## src/rtl/if_fetch_queue.sv

```systemverilog
`default_nettype none
// ============================================================================
// Module  : if_fetch_queue
// Brief   : Fetch stage: owns the PC, queues fetched instructions for decode,
//           and flushes on redirect. Optional counters: IF_FETCH_PERF_EN.
// Rev     : 1.0  initial release
// ============================================================================
module if_fetch_queue #(
    parameter int unsigned DEPTH    = 4,
    parameter logic [31:0] RESET_PC = 32'h0000_0000
) (
    input  logic        clk,
    input  logic        rst,
    output logic [31:0] fetch_addr,
    output logic        pc_changed,
    input  logic [31:0] mb_inst,
    input  logic        mb_inst_en,
    input  logic        redirect,
    input  logic [31:0] redirect_pc,
    input  logic        id_ready,
    output logic        id_valid,
    output logic [31:0] id_inst,
    output logic [31:0] id_pc
`ifdef IF_FETCH_PERF_EN
    ,
    output logic [15:0] perf_fetch_cnt,
    output logic [15:0] perf_drop_cnt
`endif
);

    localparam int unsigned   c_AW      = $clog2(DEPTH);
    localparam logic [c_AW:0] c_PTR_ONE = {{c_AW{1'b0}}, 1'b1};

    logic [c_AW:0] r_wr_ptr;
    logic [c_AW:0] r_rd_ptr;
    logic [31:0]   r_mem_inst [DEPTH];
    logic [31:0]   r_mem_pc   [DEPTH];
    logic [31:0]   r_fetch_addr;
    logic          r_discard;
    logic          r_pc_changed;

    logic w_empty;
    logic w_full;
    logic w_pop;
    logic w_accept;

    // Equal indices with differing wrap bits means the FIFO is full.
    assign w_empty  = (r_wr_ptr == r_rd_ptr);
    assign w_full   = (r_wr_ptr[c_AW] != r_rd_ptr[c_AW]) &&
                      (r_wr_ptr[c_AW-1:0] == r_rd_ptr[c_AW-1:0]);
    assign w_pop    = !w_empty && id_ready && !redirect;
    assign w_accept = mb_inst_en && !redirect && !r_discard && (!w_full || w_pop);

    assign fetch_addr = r_fetch_addr;
    assign pc_changed = r_pc_changed;
    assign id_valid   = !w_empty;
    assign id_inst    = w_empty ? 32'h0 : r_mem_inst[r_rd_ptr[c_AW-1:0]];
    assign id_pc      = w_empty ? 32'h0 : r_mem_pc[r_rd_ptr[c_AW-1:0]];

    always_ff @(posedge clk) begin
        if (w_accept) begin
            r_mem_inst[r_wr_ptr[c_AW-1:0]] <= mb_inst;
            r_mem_pc[r_wr_ptr[c_AW-1:0]]   <= r_fetch_addr;
        end
    end

    always_ff @(posedge clk) begin
        if (rst) begin
            r_wr_ptr     <= '0;
            r_rd_ptr     <= '0;
            r_fetch_addr <= RESET_PC;
            r_discard    <= 1'b0;
            r_pc_changed <= 1'b0;
        end else begin
            r_pc_changed <= redirect;
            if (redirect) begin
                r_wr_ptr     <= '0;
                r_rd_ptr     <= '0;
                r_fetch_addr <= redirect_pc;
                // Without a coincident strobe, the buffer's in-flight word mixes old and new bytes.
                r_discard    <= !mb_inst_en;
            end else begin
                if (r_discard && mb_inst_en) begin
                    r_discard <= 1'b0;
                end
                if (w_accept) begin
                    r_wr_ptr     <= r_wr_ptr + c_PTR_ONE;
                    r_fetch_addr <= r_fetch_addr + 32'd4;
                end
                if (w_pop) begin
                    r_rd_ptr <= r_rd_ptr + c_PTR_ONE;
                end
            end
        end
    end

`ifdef IF_FETCH_PERF_EN
    logic [15:0] r_perf_fetch;
    logic [15:0] r_perf_drop;
    logic        w_drop;

    assign w_drop         = mb_inst_en && !w_accept;
    assign perf_fetch_cnt = r_perf_fetch;
    assign perf_drop_cnt  = r_perf_drop;

    always_ff @(posedge clk) begin
        if (rst) begin
            r_perf_fetch <= 16'h0;
            r_perf_drop  <= 16'h0;
        end else begin
            if (w_accept && (r_perf_fetch != 16'hFFFF)) begin
                r_perf_fetch <= r_perf_fetch + 16'd1;
            end
            if (w_drop && (r_perf_drop != 16'hFFFF)) begin
                r_perf_drop <= r_perf_drop + 16'd1;
            end
        end
    end
`endif

endmodule
`default_nettype wire

```

## config.mk

```make
export PLATFORM = sky130hd
export DESIGN_NAME = if_fetch_queue
export DESIGN_NICKNAME = d
export VERILOG_FILES = /design/src/rtl/if_fetch_queue.sv
export SDC_FILE = /design/constraint.sdc
export NUM_CORES = 1
export LEC_CHECK = 0
export CAP_MARGIN = 20
export CORE_MARGIN = 4
export CORE_UTILIZATION = 39
export DETAILED_ROUTE_END_ITERATION = 12
export SYNTH_ARGS = -nofsm -noshare
export SYNTH_HDL_FRONTEND = slang
export SYNTH_SLANG_ARGS = --single-unit
```

## constraint.sdc

```tcl
create_clock -name clk -period 8.6 [get_ports clk]
set_input_delay 2.58 -clock clk [delete_from_list [all_inputs] [get_ports clk]]
set_output_delay 2.58 -clock clk [all_outputs]
set_load 0.02 [all_outputs]
```

---- After elaboration in Yosys (flattened, before gate mapping) ----
Memory sizes are Yosys's and may differ from the RTL's. A register that Yosys moved wholly into a read port is not among the register bits.
Index checks and enable logic that the tools add are counted.
word-level totals
  register bits ........................... 40
  latch bits .............................. 0
  RAM bits ................................ 256
  bits in read-only memories .............. 0
  bits of input ports ..................... 69
  logic and storage cells ................. 41
  memories ................................ 2
memories
  name        depth  width  rd ports  clocked after memory_dff  wr ports  line  source
  r_mem_inst  4      32     1         1                         1         36    logic [31:0] r_mem_inst [DEPTH];
  r_mem_pc    4      32     1         1                         1         37    logic [31:0] r_mem_pc [DEPTH];
cells by class
  add/subtract/negate cells ............... 3
  multipliers ............................. 0
  divide/modulo/power cells ............... 0
  magnitude comparators ................... 0
  equality and inequality tests ........... 3
  shifts and indexed selects .............. 0
  mux-type cells .......................... 12
  bitwise operators ....................... 0
  reductions and logical operators ........ 16
operators by type and width
  kind                     number
  $mux W32                 4
  $add A32 B3 Y32 const B  1
  $mux W2                  4
  $logic_and A1 B1 Y1      7
  $add A3 B1 Y3 const B    2
  $logic_not A1 Y1         5
  $mux W1                  4
  $reduce_bool A2 Y1       2
  $eq A3 B3 Y1             1
  $eq A2 B2 Y1             1
  $reduce_or A2 Y1         1
  $logic_or A1 B1 Y1       1
  $ne A1 B1 Y1             1

---- Longest topological paths before layout ----
  depth in word-level cells ............... 8
  mapped depth ............................ 7

---- Worst setup path after synthesis ----
Ideal clock, no wire load.
  path type ............................... input-to-reg
  from .................................... input port mb_inst_en
  to ...................................... memory r_mem_inst[0][0] (enable)
  data arrival time ....................... 5.048 ns
  slack ................................... 3.123 ns
  stages .................................. 5
  path buffers ............................ 2
  cell sequence ........................... nor2b_1 > o41a_1 > buf_2 > buf_1 > and3_1
between the ends
  cells in the longest elaborated chain, start to end .. 5
RTL lines
  element                            line  source
  start, declared                    17    input logic mb_inst_en,
  $logic_and A1 B1 Y1 (3 in series)  52    assign w_accept = mb_inst_en && !redirect && !r_discard && (!w_full || w_pop);
  $mux W1                            61    if (w_accept) begin
  $mux W1 (not written as such)      62    r_mem_inst[r_wr_ptr[c_AW-1:0]] <= mb_inst;
  end, declared                      36
No other way between the ends.

==> metrics.md <==
| Metric | Value |
|---|---|
| Cts hold-fix bufs | `0` |
| Syn_area_per_cell | `17.8 sq um` |
| Initial Util | `39.7%` |
| Ratio of cells with drive above 1 in the final layout | `around 15%` |
| Peak Freq | `around 170 MHz` |
| CTS root buffer | `clkbuf_16` |
| First-pass GRT wire length | `~41000 um` |
| Worst Tran Pin Value | `1.04 ns` |
| Most frequent cell after synthesis | `edfxtp_1` |
| Sequential area share after synthesis | `72.1%` |
| Synth cell types | `42` |
| Final Hold Fails | `0` |
| Post-route setup TNS | `0 ns` |
| Die H | `roughly 180 um` |
| CTS tree | `done` |
| Area share of the largest cell type after synthesis | `65.0%` |
| Ant diodes | `0` |
| Final Skew | `0.00589 ns` |
| Cells after synthesis | `665` |
| Drt wl/cell | `21.4 um` |
| Die ar. | `about 33000 sq um` |
| Post-Syn Area | `around 12000 sq um` |
| Post-synth top cells | `edfxtp_1 (256), and2_1 (65), mux4_2 (64), dfxtp_1 (42), nor2_1 (38)` |
| Post-route ant nets | `0` |
| RSZ-0062 raised after global routing | `no` |
| Clock network power share | `39.8%` |
| CTS Buffer Depth | `3` |
| Placer Congestion | `0.764` |
| Combinational share of power | `7.3%` |
| CTS Buf Count | `31` |
| Port bufs | `166` |
| Post-DP HPWL | `16400 um` |
| Required @ worst endpoint | `6.02 ns` |
| Final setup fails | `0` |
| Filler cells | `2460` |
| #FFs+latches synth | `298` |
| FFs w/ async S/R, synth | `0%` |
| Warnings from Yosys | `0` |
| DRC | `0` |
| Power density over the cells | `209 nW/um^2` |
| Outcome | `finished, final reports clean` |
| Hold Crit Class | `flop to flop` |
| Setup CP Type | `flop to output port` |
| Data arrival time of the critical path | `3.36 ns` |
| Syn nets | `740` |
| Crit path capture type | `output port` |
| Iter 0 DRT Violations | `around 480` |
| Largest net degree at the start of global routing | `65` |
| Clk Latency, worst-skew pair | `0.55 ns` |
| Number of flops mapped to enable cells by yosys | `256` |
| Pins Over Slew Limit | `0` |
| CP max FO | `36` |
| Dominant synthesized flop cell | `edfxtp_1` |
| Design area | `14900 sq um` |
| Reg power frac | `52.9%` |
| Worst setup SP type | `flop` |
| Sink Count | `298` |
| # rows | `between 60 and 70` |
| Sw frac | `about a fifth` |
| CTS HTree Levels | `1` |
| Total track usage | `15.8%` |
| DR pass1 iterations | `4` |
| # Post-CTS Setup Buffers | `0` |
| Vias | `around 6.6k` |
| Internal power | `approximately 2.4 mW` |
| Reg clk slew, reported paths | `~0.06 ns` |
| P_leak | `4.67 nW` |
| Grt total ovfl | `0` |
| Antenna violations before repair | `0` |
| P_sw | `0.659 mW` |
| Final worst path period share | `69.1%` |
| Max_slew headroom | `between 30 and 40%` |
| Mean number of vias per cell | `~5.3` |
| Total Power | `between 3 and 4 mW` |
| Min Tclk post-route | `5.94 ns` |
| # resized after CTS | `0` |
| P&R area growth vs syn | `25.5%` |
| Reg2Reg Setup Slack | `between 5 and 6 ns` |
| Total Wirelength | `26600 um` |
| Placed instance area | `13900 sq um` |
| Core ar. | `29800 sq um` |
| Top cell type by total area after synthesis | `edfxtp_1` |
| Top cells by area, synth | `edfxtp_1 (65%), mux4_2 (12%), dfxtp_1 (7.1%)` |
| # IOs | `between 150 and 200` |
| Die X | `between 150 and 200 um` |
| Vias in the first global route | `6996` |
| Max IR drop VDD | `0.131 mV` |
| Final nets | `between 900 and 1k` |
| Util after Layout | `49.9%` |
| Max cap viols | `0` |
-- worst paths after layout --
check / startpoint / endpoint / cells past startpoint
hold reg to reg: r_discard / r_discard / 2
setup / recovery: flop / id_pc[14] / 4
hold / removal: r_discard / r_discard / 2
setup reg to reg: r_wr_ptr[0] / r_mem_inst[2][16] / 3
-- metrics by stage --
| stage | instances | hold slack, ns | setup slack, ns |
|---|---|---|---|
| floorplan | 665 | 0.469 | 3.12 |
| global placement | 1189 | 0.484 | 3.01 |
| detailed placement | 1189 | 0.501 | 2.96 |
| CTS | 1244 | 0.509 | 2.48 |
| global route | 1244 | 0.541 | 2.36 |
| finish | 1244 | 0.505 | 2.66 |
-- power groups by stage --
stage	registers, mW	logic, mW	clock network, mW
floorplan	1.67	0.100	0
global placement	1.67	0.227	0
detailed placement	1.67	0.230	0
CTS	1.64	0.231	1.27
global route	1.65	0.243	1.33
finish	1.64	0.227	1.24
-- registers in the layout, indices dropped and copies added (netlist names), named ones only --
register / count
r_mem_inst: 128
r_mem_pc: 128
fetch_addr: 32
r_rd_ptr: 3
r_wr_ptr: 3
pc_changed: 1
r_discard: 1
-- worst max-delay path, cell delays in order (launching register included) --
cell             delay [ns]
dfxtp_4                0.82
buf_4                  0.64
mux4_2                 0.58
and2_1                 0.19
clkdlybuf4s50_1        0.56
-- cell type report --
cell class                 count  area (sq um)  area share [%]
tap                          390           488            3.28
inverter                       6          22.5           0.152
clock buffer                  40           820            5.52
sequential                   298          8540            57.4
clock inverter                15           125           0.842
timing repair buffer         171          1700            11.4
multi-input combinational    324          3170            21.3
-- cells in the final DEF (no fill, tap or decap), types with 3 or more instances in the layout --
| cell | count |
|---|---|
| clkinv_1 | 6 |
| nor4_1 | 5 |
| or3_1 | 3 |
| clkinv_2 | 6 |
| nor3_1 | 7 |
| edfxtp_1 | 256 |
| and3_1 | 3 |
| and4_1 | 5 |
| clkbuf_1 | 8 |
| clkdlybuf4s50_1 | 166 |
| xnor2_1 | 14 |
| mux2i_1 | 4 |
| a21oi_1 | 3 |
| nand3_1 | 8 |
| a2111oi_0 | 3 |
| a211oi_1 | 18 |
| a311oi_1 | 7 |
| xor2_1 | 12 |
| nor4bb_1 | 4 |
| nand2_1 | 16 |
| nor2_1 | 38 |
| nand4_1 | 7 |
| o21ai_0 | 4 |
| clkbuf_16 | 31 |
| nor3b_1 | 3 |
| buf_4 | 5 |
| mux4_2 | 64 |
| inv_1 | 5 |
| or4_1 | 3 |
| dfxtp_1 | 40 |
| and2_1 | 65 |
| ha_1 | 6 |
| and3_4 | 4 |
-- logic make-up (layout without fill, tap and decap cells) --
logic type	Yosys count	in the layout	synth area share, %
AO/OA/AOI/OAI	42	42	2.69
flip-flops	298	298	72.1
multiplexers	68	68	12.5
XOR/XNOR	26	26	1.92
adder cells (fa/ha/maj)	6	6	0.634
AND/OR/NAND/NOR	182	182	8.79
buffers and inverters	43	232	1.40
-- routing by layer --
layer	part of all wire [%]	track usage (%)
met1	45	22.5
met2	48	25.6
met3	6.0	3.01
met4	1.7	3.39
met5	0	0
No activity file was read; power rests on OpenSTA's default activity.
